==> src/rtl/systolic_array_pkg.sv <==
// systolic_array_pkg: command, command-record and sequencer-state types shared by the
// matmul command front-end.
package systolic_array_pkg;
  typedef enum logic [1:0] {
    CMD_WRITE  = 2'd0,
    CMD_READ   = 2'd1,
    CMD_MATMUL = 2'd2,
    CMD_RSVD   = 2'd3
  } cmd_op_t;
  typedef struct packed {
    cmd_op_t     op;
    logic [31:0] addr;
    logic [31:0] wdata;
    logic [31:0] x_addr;
    logic [31:0] w_addr;
    logic [31:0] y_addr;
  } sc_cmd_t;
  typedef enum logic [2:0] {
    IDLE,
    WR,
    RD,
    MM_START,
    MM_WAIT_BUSY,
    MM_WAIT_DONE,
    RELEASE
  } seq_state_t;
endpackage

==> src/rtl/cmd_fifo.sv <==
// cmd_fifo: synchronous FIFO with a combinational head; a count register disambiguates
// full from empty.
module cmd_fifo #(
  parameter int DEPTH = 4,
  parameter int W     = 8
) (
  input  logic         clk,
  input  logic         n_rst,
  input  logic         push,
  input  logic         pop,
  input  logic [W-1:0] din,
  output logic [W-1:0] dout,
  output logic         full,
  output logic         empty
);
  localparam int AW = $clog2(DEPTH);
  logic [W-1:0] mem_q [DEPTH];
  logic [AW-1:0] wr_q, rd_q;
  logic [AW:0] cnt_q;
  always_ff @(posedge clk or negedge n_rst)
    if (!n_rst) begin
      wr_q  <= '0;
      rd_q  <= '0;
      cnt_q <= '0;
    end else begin
      if (push) wr_q <= wr_q + AW'(1);
      if (pop) rd_q <= rd_q + AW'(1);
      cnt_q <= cnt_q + (AW+1)'(push) - (AW+1)'(pop);
    end
  always_ff @(posedge clk)
    if (push) mem_q[wr_q] <= din;
  assign dout  = mem_q[rd_q];
  assign full  = cnt_q == (AW+1)'(DEPTH);
  assign empty = cnt_q == '0;
endmodule

==> src/rtl/matmul_cmd_sequencer.sv <==
// matmul_cmd_sequencer: buffers host commands and executes them one at a time against
// the systolic-array controller scratchpad port and start/stall handshake.
module matmul_cmd_sequencer
  import systolic_array_pkg::*;
#(
  parameter int DEPTH  = 4,
  parameter int RD_LAT = 1
) (
  input  logic        clk,
  input  logic        n_rst,
  input  logic        cmd_valid,
  output logic        cmd_ready,
  input  logic [1:0]  cmd_op,
  input  logic [31:0] cmd_addr,
  input  logic [31:0] cmd_wdata,
  input  logic [31:0] cmd_x_addr,
  input  logic [31:0] cmd_w_addr,
  input  logic [31:0] cmd_y_addr,
  output logic [31:0] x_addr,
  output logic [31:0] w_addr,
  output logic [31:0] y_addr,
  output logic        start_mul,
  input  logic        stall_mul,
  output logic        controller_sc_read_en,
  output logic        controller_sc_write_en,
  output logic [31:0] controller_sc_addr,
  output logic [31:0] controller_sc_in,
  input  logic [31:0] controller_sc_out,
  output logic        rsp_valid,
  output logic [31:0] rsp_data,
  output logic        mm_done,
  output logic        op_err,
  output logic        busy
);
  localparam int CW = $clog2(RD_LAT + 2);
  sc_cmd_t head, din;
  logic full, empty, pop;
  seq_state_t state_q, state_d;
  logic [31:0] addr_q, addr_d, wdata_q, wdata_d, rsp_data_q, rsp_data_d;
  logic [31:0] x_q, x_d, w_q, w_d, y_q, y_d;
  logic [CW-1:0] rd_cnt_q, rd_cnt_d;
  logic rsp_valid_q, rsp_valid_d;
  assign din = '{op: cmd_op_t'(cmd_op), addr: cmd_addr, wdata: cmd_wdata,
                 x_addr: cmd_x_addr, w_addr: cmd_w_addr, y_addr: cmd_y_addr};
  cmd_fifo #(.DEPTH(DEPTH), .W($bits(sc_cmd_t))) u_fifo (
    .clk   (clk),
    .n_rst (n_rst),
    .push  (cmd_valid && !full),
    .pop   (pop),
    .din   (din),
    .dout  (head),
    .full  (full),
    .empty (empty)
  );
  always_ff @(posedge clk or negedge n_rst)
    if (!n_rst) begin
      state_q     <= IDLE;
      addr_q      <= '0;
      wdata_q     <= '0;
      rd_cnt_q    <= '0;
      rsp_data_q  <= '0;
      rsp_valid_q <= 1'b0;
      x_q         <= '0;
      w_q         <= '0;
      y_q         <= '0;
    end else begin
      state_q     <= state_d;
      addr_q      <= addr_d;
      wdata_q     <= wdata_d;
      rd_cnt_q    <= rd_cnt_d;
      rsp_data_q  <= rsp_data_d;
      rsp_valid_q <= rsp_valid_d;
      x_q         <= x_d;
      w_q         <= w_d;
      y_q         <= y_d;
    end
  always_comb begin
    state_d     = state_q;
    addr_d      = addr_q;
    wdata_d     = wdata_q;
    rd_cnt_d    = rd_cnt_q;
    rsp_data_d  = rsp_data_q;
    rsp_valid_d = 1'b0;
    x_d         = x_q;
    w_d         = w_q;
    y_d         = y_q;
    pop         = 1'b0;
    op_err      = 1'b0;
    start_mul   = 1'b0;
    mm_done     = 1'b0;
    case (state_q)
      IDLE: if (!empty) begin
        pop      = 1'b1;
        addr_d   = head.addr;
        wdata_d  = head.wdata;
        rd_cnt_d = '0;
        case (head.op)
          CMD_WRITE: state_d = WR;
          CMD_READ:  state_d = RD;
          CMD_MATMUL: begin
            state_d = MM_START;
            x_d     = head.x_addr;
            w_d     = head.w_addr;
            y_d     = head.y_addr;
          end
          default: op_err = 1'b1;
        endcase
      end
      WR: state_d = RELEASE;
      RD: if (rd_cnt_q == CW'(RD_LAT)) begin
        rsp_data_d  = controller_sc_out;
        rsp_valid_d = 1'b1;
        state_d     = RELEASE;
      end else rd_cnt_d = rd_cnt_q + CW'(1);
      MM_START: if (!stall_mul) begin
        start_mul = 1'b1;
        state_d   = MM_WAIT_BUSY;
      end
      MM_WAIT_BUSY: if (stall_mul) state_d = MM_WAIT_DONE;
      MM_WAIT_DONE: if (!stall_mul) begin
        mm_done = 1'b1;
        state_d = RELEASE;
      end
      default: state_d = IDLE;
    endcase
  end
  assign cmd_ready              = !full;
  assign controller_sc_write_en = state_q == WR;
  assign controller_sc_read_en  = state_q == RD;
  assign controller_sc_addr     = (controller_sc_write_en || controller_sc_read_en) ? addr_q : '0;
  assign controller_sc_in       = controller_sc_write_en ? wdata_q : '0;
  assign rsp_valid              = rsp_valid_q;
  assign rsp_data               = rsp_data_q;
  assign x_addr                 = x_q;
  assign w_addr                 = w_q;
  assign y_addr                 = y_q;
  assign busy                   = state_q != IDLE || !empty;
endmodule

==> config.mk <==
export PLATFORM = sky130hd
export DESIGN_NAME = matmul_cmd_sequencer
export DESIGN_NICKNAME = d
export VERILOG_FILES = /design/src/rtl/systolic_array_pkg.sv /design/src/rtl/cmd_fifo.sv /design/src/rtl/matmul_cmd_sequencer.sv
export SDC_FILE = /design/constraint.sdc
export NUM_CORES = 1
export LEC_CHECK = 0
export CORE_MARGIN = 2
export CORE_UTILIZATION = 55
export DETAILED_ROUTE_END_ITERATION = 10
export PLACE_DENSITY = 0.88
export SYNTH_ARGS = -nofsm -noshare
export SYNTH_HDL_FRONTEND = slang
export SYNTH_SLANG_ARGS = --single-unit
==> constraint.sdc <==
create_clock -name clk -period 5.5 [get_ports clk]
set_input_delay 1.1 -clock clk [delete_from_list [all_inputs] [get_ports clk]]
set_output_delay 1.1 -clock clk [all_outputs]
set_load 0.01 [all_outputs]
==> results of run 1 <==
==> cell type report <==
cell class	instances	area share [%]
Clock buffer	128	6.06
Timing Repair Buffer	414	10.7
Antenna cell	6	0.0382
Clock inverter	26	0.548
Sequential cell	853	62.6
Tap cell	765	2.44
Inverter	10	0.0955
Multi-Input combinational cell	478	17.6
==> worst min-delay path by stage <==
| stage | from | to |
|---|---|---|
| finish | n_rst | addr_q[23]$_DFFE_PN0P_ |
| global route | y_addr[29]$_DFFE_PN0P_ | y_addr[29]$_DFFE_PN0P_ |
| CTS | wdata_q[22]$_DFFE_PN0P_ | wdata_q[22]$_DFFE_PN0P_ |
| detailed placement | wdata_q[22]$_DFFE_PN0P_ | wdata_q[22]$_DFFE_PN0P_ |
| global placement | wdata_q[4]$_DFFE_PN0P_ | wdata_q[4]$_DFFE_PN0P_ |
| floorplan | wdata_q[0]$_DFFE_PN0P_ | wdata_q[0]$_DFFE_PN0P_ |
==> cell usage in the layout, fill, tap and decap left out, types with 4 or more instances in the layout <==
cell               n
mux2_4            38
xnor2_1            5
diode_2            6
buf_4             10
ha_1              12
and2_1            66
mux2_2           156
dfrtp_1          203
clkbuf_16         87
edfxtp_1         648
buf_12             7
and3_4             4
inv_1             10
clkbuf_8           5
clkinv_2          17
clkbuf_1          36
mux4_2           162
clkdlybuf4s50_1  396
==> flip-flops by register name, indices dropped and copies added (netlist names) <==
name	flops
addr_q	32
u_fifo.mem_q	648
u_fifo.rd_q	2
w_addr	32
y_addr	32
rd_cnt_q	2
state_q	3
wdata_q	32
u_fifo.wr_q	2
rsp_data	32
u_fifo.cnt_q	3
x_addr	32
rsp_valid	1
==> stage by stage <==
stage / hold WS [ns] / std cells / instance area (µm²) / utilization, % / worst slack, ns
6_report: 0.496 / 2680 / 39300 / 68.4 / 1.30
5_1_grt: 0.514 / 2678 / 39300 / 68.4 / 1.08
4_1_cts: 0.501 / 2674 / 39300 / 68.3 / 1.19
3_5_place_dp: 0.488 / 2520 / 36700 / 63.8 / 1.62
3_3_place_gp: 0.483 / 2520 / 36700 / 63.8 / 1.60
2_1_floorplan: 0.472 / 1408 / 31900 / - / 0.113
==> layer usage <==
metal	up-vias	track usage, %
li1	6530	-
met1	8056	29.2
met2	588	38.0
met3	109	5.82
met4	8	7.41
met5	-	0
==> critical path, cell delays in order, from the launching register on <==
cell and delay, ns:
dfrtp_1 0.65, xnor2_1 0.16, nor2_2 0.79, and2_1 0.27, clkdlybuf4s50_1 0.59
==> power by group through the flow <==
stage,Clock [mW],Sequential (mW),Combinational [mW]
final,5.42,9.74,6.84
after global routing,5.78,9.90,7.29
after CTS,5.52,9.75,6.96
after detailed placement,0,9.84,6.87
after global placement,0,9.72,6.66
after floorplan,0,9.77,4.27
==> kinds of logic after synthesis <==
kind of cell / Yosys count
and+or+nand+nor: 93
buffers and inverters: 77
DFF: 853
xor gates and xnor gates: 6
muxes: 356
AOI/OAI and AO/OA: 10
adders and majority gates: 13
==> flow_metrics.py, run 1 <==
metrics = {
    "placed_design": {
        "dp_hpwl_um": 38600,
        "portBuffers": 397,
        "gp_congestion": 0.766,
    },
    "layout": {
        "seq_area_um2": 24600,
        "layout-drive-gt1-share_pct": 26.3,
        "multiInputGateArea_um2": 6900,
        "syn2layout_area_growth_pct": 23.2,
        "fin_nets": 2051,
        "num-fill-cells": 3474,
    },
    "synth": {
        "yosysMostFrequentCell": "edfxtp_1",
        "synth_top_area_cell": "edfxtp_1",
        "synth_warnings": 0,
        "synthXorXnorAreaFrac_pct": 0.165,
        "synth_mux_area_share_pct": 18.7,
        "synthTopCellsByArea": "edfxtp_1 61%, dfrtp_1 16%, mux4_2 11%",
        "synth_cell_types": 38,
        "synth-seq-cells": 853,
        "yosys-top-cells-count": "648 x edfxtp_1, 205 x dfrtp_1, 162 x mux4_2",
        "synth-compound-area-share_pct": 0.228,
        "synth_top_area_share_pct": 61.0,
        "yosysSeqAreaShare_pct": 77.1,
        "synth_edf_count": 648,
        "yosys.area_share.simple_pct": 1.85,
        "synth_adder_area_share_pct": 0.534,
        "netlist_instances": 1408,
        "mappedNetlistNets": 1619,
        "synth_top_family_by_area": "multiplexers",
        "async_flop_share_pct": 24.0,
        "synth_flop_cell": "edfxtp_1",
        "syn-mean-instance-area_um2": 22.7,
        "synthesis.area_um2": 31900,
    },
    "drt": {
        "wl_met2_um": 34300,
        "drc": 0,
        "vias": 15300,
        "routed_wl_um": 66900,
        "met1_length_um": 25800,
        "vias_per_cell": 5.71,
        "drtPass1Iterations": 5,
        "wl_per_cell_um": 25.0,
        "ant_nets": 0,
        "highest_layer": "met5",
        "wl_met3_um": 5200,
        "drtIter0Drc": 1075,
    },
    "setup_path": {
        "cp_max_fo": 32,
        "crit_path_end_kind": "primary output",
        "startpoint": "state_q[1]$_DFFE_PN0P_",
        "r2r-end": "x_addr[9]$_DFFE_PN0P_",
        "r2r_cells": 6,
        "worstReg2RegStart": "u_fifo.rd_q[0]$_DFFE_PN0P_",
        "worstSetupPathType": "register to primary output",
        "crit_required_ns": 4.40,
        "r2r_setup_slack_ns": 2.02,
        "startpoint_type": "register",
        "crit_path_end": "controller_sc_addr[16]",
        "worstPathArrival_ns": 3.10,
    },
    "power_and_ir_drop": {
        "ir_drop_mv": 0.541,
        "power_density_nw_per_um2": 560,
        "switching_share_pct": 28.4,
        "p_total_mw": 22.0,
        "p_leak_nw": 13.7,
        "clkPwrFrac_pct": 24.6,
        "p_seq_share_pct": 44.3,
        "pwr-share-comb_pct": 31.1,
        "power_switching_mw": 6.25,
        "p_int_mw": 15.8,
    },
    "clock_tree": {
        "cts_buffer_depth": 3,
        "numClockSinks": 853,
        "clk-insertion-delay-late_ns": 0.63,
        "cts_tree": "built",
        "cts_buffers": 83,
        "clock-root-buffer": "clkbuf_16",
        "cts_resized": 0,
        "path_clk_slew_ns": 0.06,
        "holdBufCountCts": 0,
        "cts-htree-levels": 3,
        "postCtsSetupBuffers": 0,
    },
    "sta": {
        "rsz0062_at_grt": "false",
        "final.setup.tns_ns": 0,
        "min_period_ns": 4.20,
        "setup_violations": 0,
        "tightest_slew_ns": 1.60,
        "slew_headroom_pct": -6.97,
        "fin_skew_ns": 0.0221,
        "fmax_mhz": 238,
        "finalHoldViolations": 0,
        "period_share_pct": 76.4,
        "slew_violations": 57,
    },
    "status": {
        "status": "finished with violations",
        "violations": "max-slew violations",
    },
    "grt": {
        "grt_max_degree": 163,
        "grt_pass1_vias": 16500,
        "antenna_found_initial": 10,
        "grt_pass1_wl_um": 101000,
        "grt_use_total_pct": 22.6,
        "grt.overflow.total": 0,
    },
    "job": {
        "maxCapViolCount": 0,
    },
    "floorplan": {
        "die-area_um2": 59900,
        "start_util_pct": 55.5,
        "ioPinCount": 398,
        "core_um2": 57500,
        "row_count": 88,
        "die_h_um": 245,
        "die_x_um": 245,
    },
    "hold_path": {
        "hp-class": "primary input to asynchronous set/reset pin",
    },
}
(Power assumes the default switching activity.)
==> run 2, diff against run 1 <==
clock period = 3.9 ns   (was 5.5 ns; I/O delays follow)
==> run 2 against run 1 <==
Net effect:
- the flow now finishes without violations
- via count increased by 2.6%
- clock skew decreased by 0.0032 ns
- sequential power increased by 40%
- critical path depth increased by 1
==> flow_metrics.py, run 2 (same netlist as run 1, synthesis figures left out) <==
metrics = {
    "placed_design": {
        "dp_hpwl_um": 42000,
        "numPlacedInstances": 2547,
        "portBuffers": 397,
        "dpl_worst_slack_ns": 0.912,
        "gp_congestion": 0.770,
        "post_dp_cell_area_um2": 37000,
    },
    "power_and_ir_drop": {
        "clkPwrFrac_pct": 25.8,
        "power_density_nw_per_um2": 799,
        "p_total_mw": 31.9,
        "ir_drop_mv": 0.557,
        "pwr-share-comb_pct": 31.6,
        "switching_share_pct": 28.5,
        "power_switching_mw": 9.09,
        "p_leak_nw": 14.0,
        "p_seq_share_pct": 42.6,
        "p_int_mw": 22.8,
    },
    "sta": {
        "fin_ws_ns": 0.334,
        "period_share_pct": 91.4,
        "final.setup.tns_ns": 0,
        "slew_headroom_pct": 36.4,
        "slew_violations": 0,
        "fmax_mhz": 280,
        "tightest_slew_ns": 0.955,
        "fin_skew_ns": 0.0189,
        "hold_slack_ns": 0.0681,
        "finalHoldViolations": 0,
        "setup_violations": 0,
        "rsz0062_at_grt": "false",
        "min_period_ns": 3.57,
    },
    "clock_tree": {
        "path_clk_slew_ns": 0.06,
        "cts_resized": 0,
        "cts_buffers": 84,
        "cts_buffer_depth": 3,
        "cts_tree": "built",
        "postCtsSetupBuffers": 0,
        "holdBufCountCts": 0,
        "numClockSinks": 853,
        "cts-htree-levels": 3,
        "clk-insertion-delay-late_ns": 0.63,
        "clock-root-buffer": "clkbuf_16",
    },
    "job": {
        "maxCapViolCount": 0,
    },
    "floorplan": {
        "row_count": 88,
        "die-area_um2": 59900,
        "die_x_um": 245,
        "start_util_pct": 55.5,
        "core_um2": 57500,
        "die_h_um": 245,
        "ioPinCount": 398,
    },
    "setup_path": {
        "crit_required_ns": 3.12,
        "r2r_setup_slack_ns": 1.04,
        "cp_max_fo": 33,
        "crit_path_end_kind": "primary output",
        "worstReg2RegStart": "u_fifo.rd_q[0]$_DFFE_PN0P_",
        "worstPathArrival_ns": 2.79,
        "r2r-end": "y_addr[11]$_DFFE_PN0P_",
        "worstSetupPathType": "register to primary output",
        "startpoint_type": "register",
        "r2r_cells": 4,
        "startpoint": "state_q[0]$_DFFE_PN0P_",
    },
    "grt": {
        "grt_use_total_pct": 23.6,
        "grt_pass1_vias": 16800,
        "antenna_found_initial": 16,
        "grt.overflow.total": 0,
        "grt_pass1_wl_um": 104000,
        "grt_max_degree": 96,
    },
    "layout": {
        "syn2layout_area_growth_pct": 25.1,
        "final_common_cell": "edfxtp_1",
        "final_cell_area_um2": 39900,
        "fin_util_pct": 69.4,
        "final_cell_mix": "648 x edfxtp_1, 396 x clkdlybuf4s50_1, 203 x dfrtp_1",
        "largest_reg_flops": 648,
        "layout-drive-gt1-share_pct": 28.0,
        "fin_nets": 2079,
        "layoutNonFillerInstCount": 2715,
        "regMostFlops": "u_fifo.mem_q",
    },
    "drt": {
        "vias_per_cell": 5.78,
        "drtIter0Drc": 1168,
        "ant_nets": 0,
        "drtPass1Iterations": 5,
        "wl_per_cell_um": 25.6,
        "vias": 15700,
        "drc": 0,
        "routed_wl_um": 69500,
    },
    "status": {
        "status": "completed",
    },
    "hold_path": {
        "hp-class": "primary input to asynchronous set/reset pin",
    },
}
-- run 2: changes by cell type in the layout (fill, tap and decap cells not counted), moves of 2 or more --
| cell | before | now |
|---|---|---|
| inv_16 | 1 | 4 |
| clkinv_1 | 2 | 8 |
| clkinv_2 | 17 | 15 |
| clkinvlp_4 | 0 | 4 |
| buf_12 | 7 | 19 |
| clkbuf_8 | 5 | 11 |
| clkbuf_1 | 36 | 19 |
| clkbuf_16 | 87 | 85 |
| buf_4 | 10 | 25 |
| bufinv_16 | 2 | 8 |
| diode_2 | 6 | 10 |
-- run 2: critical path: stages, from the launching register on --
cell	delay (ns)
dfrtp_1	0.60
inv_1	0.19
nor3_2	0.19
buf_4	0.36
and2_1	0.21
clkdlybuf4s50_1	0.60
-- run 2: area by class of cell --
class,instances,area (µm²)
tap,765,957
timing repair buffer,441,4550
sequential,853,24600
fill,3365,17600
inverter,10,37.5
multi-input combinational,478,6900
antenna,10,25.0
clock buffer,115,2350
clock inverter,43,493
-- run 2: how the worst max path moves through the flow --
stage,to,slack (ns)
6_report,controller_sc_in[6],0.33
3_3_place_gp,mm_done,0.98
2_1_floorplan,u_fifo.mem_q[0][0]$_DFFE_PP_,0.68
5_1_grt,controller_sc_in[3],0.21
3_5_place_dp,u_fifo.cnt_q[2]$_DFF_PN0_,0.91
4_1_cts,controller_sc_in[6],0.32
-- run 2: routing by layer --
metal	up-vias	share of wire (%)	track usage (%)
li1	6613	-	-
met2	665	51	39.2
met4	12	2.8	8.52
met1	8273	38	29.8
met3	127	8.4	6.81
met5	-	0.10	0
-- run 2: power groups by stage --
stage | sequential, mW | combinational (mW) | clock, mW
2_1_floorplan | 13.6 | 6.03 | 0
3_3_place_gp | 13.5 | 9.85 | 0
3_5_place_dp | 13.7 | 10.1 | 0
4_1_cts | 13.6 | 10.3 | 8.38
5_1_grt | 13.8 | 10.7 | 8.75
6_report | 13.6 | 10.1 | 8.24
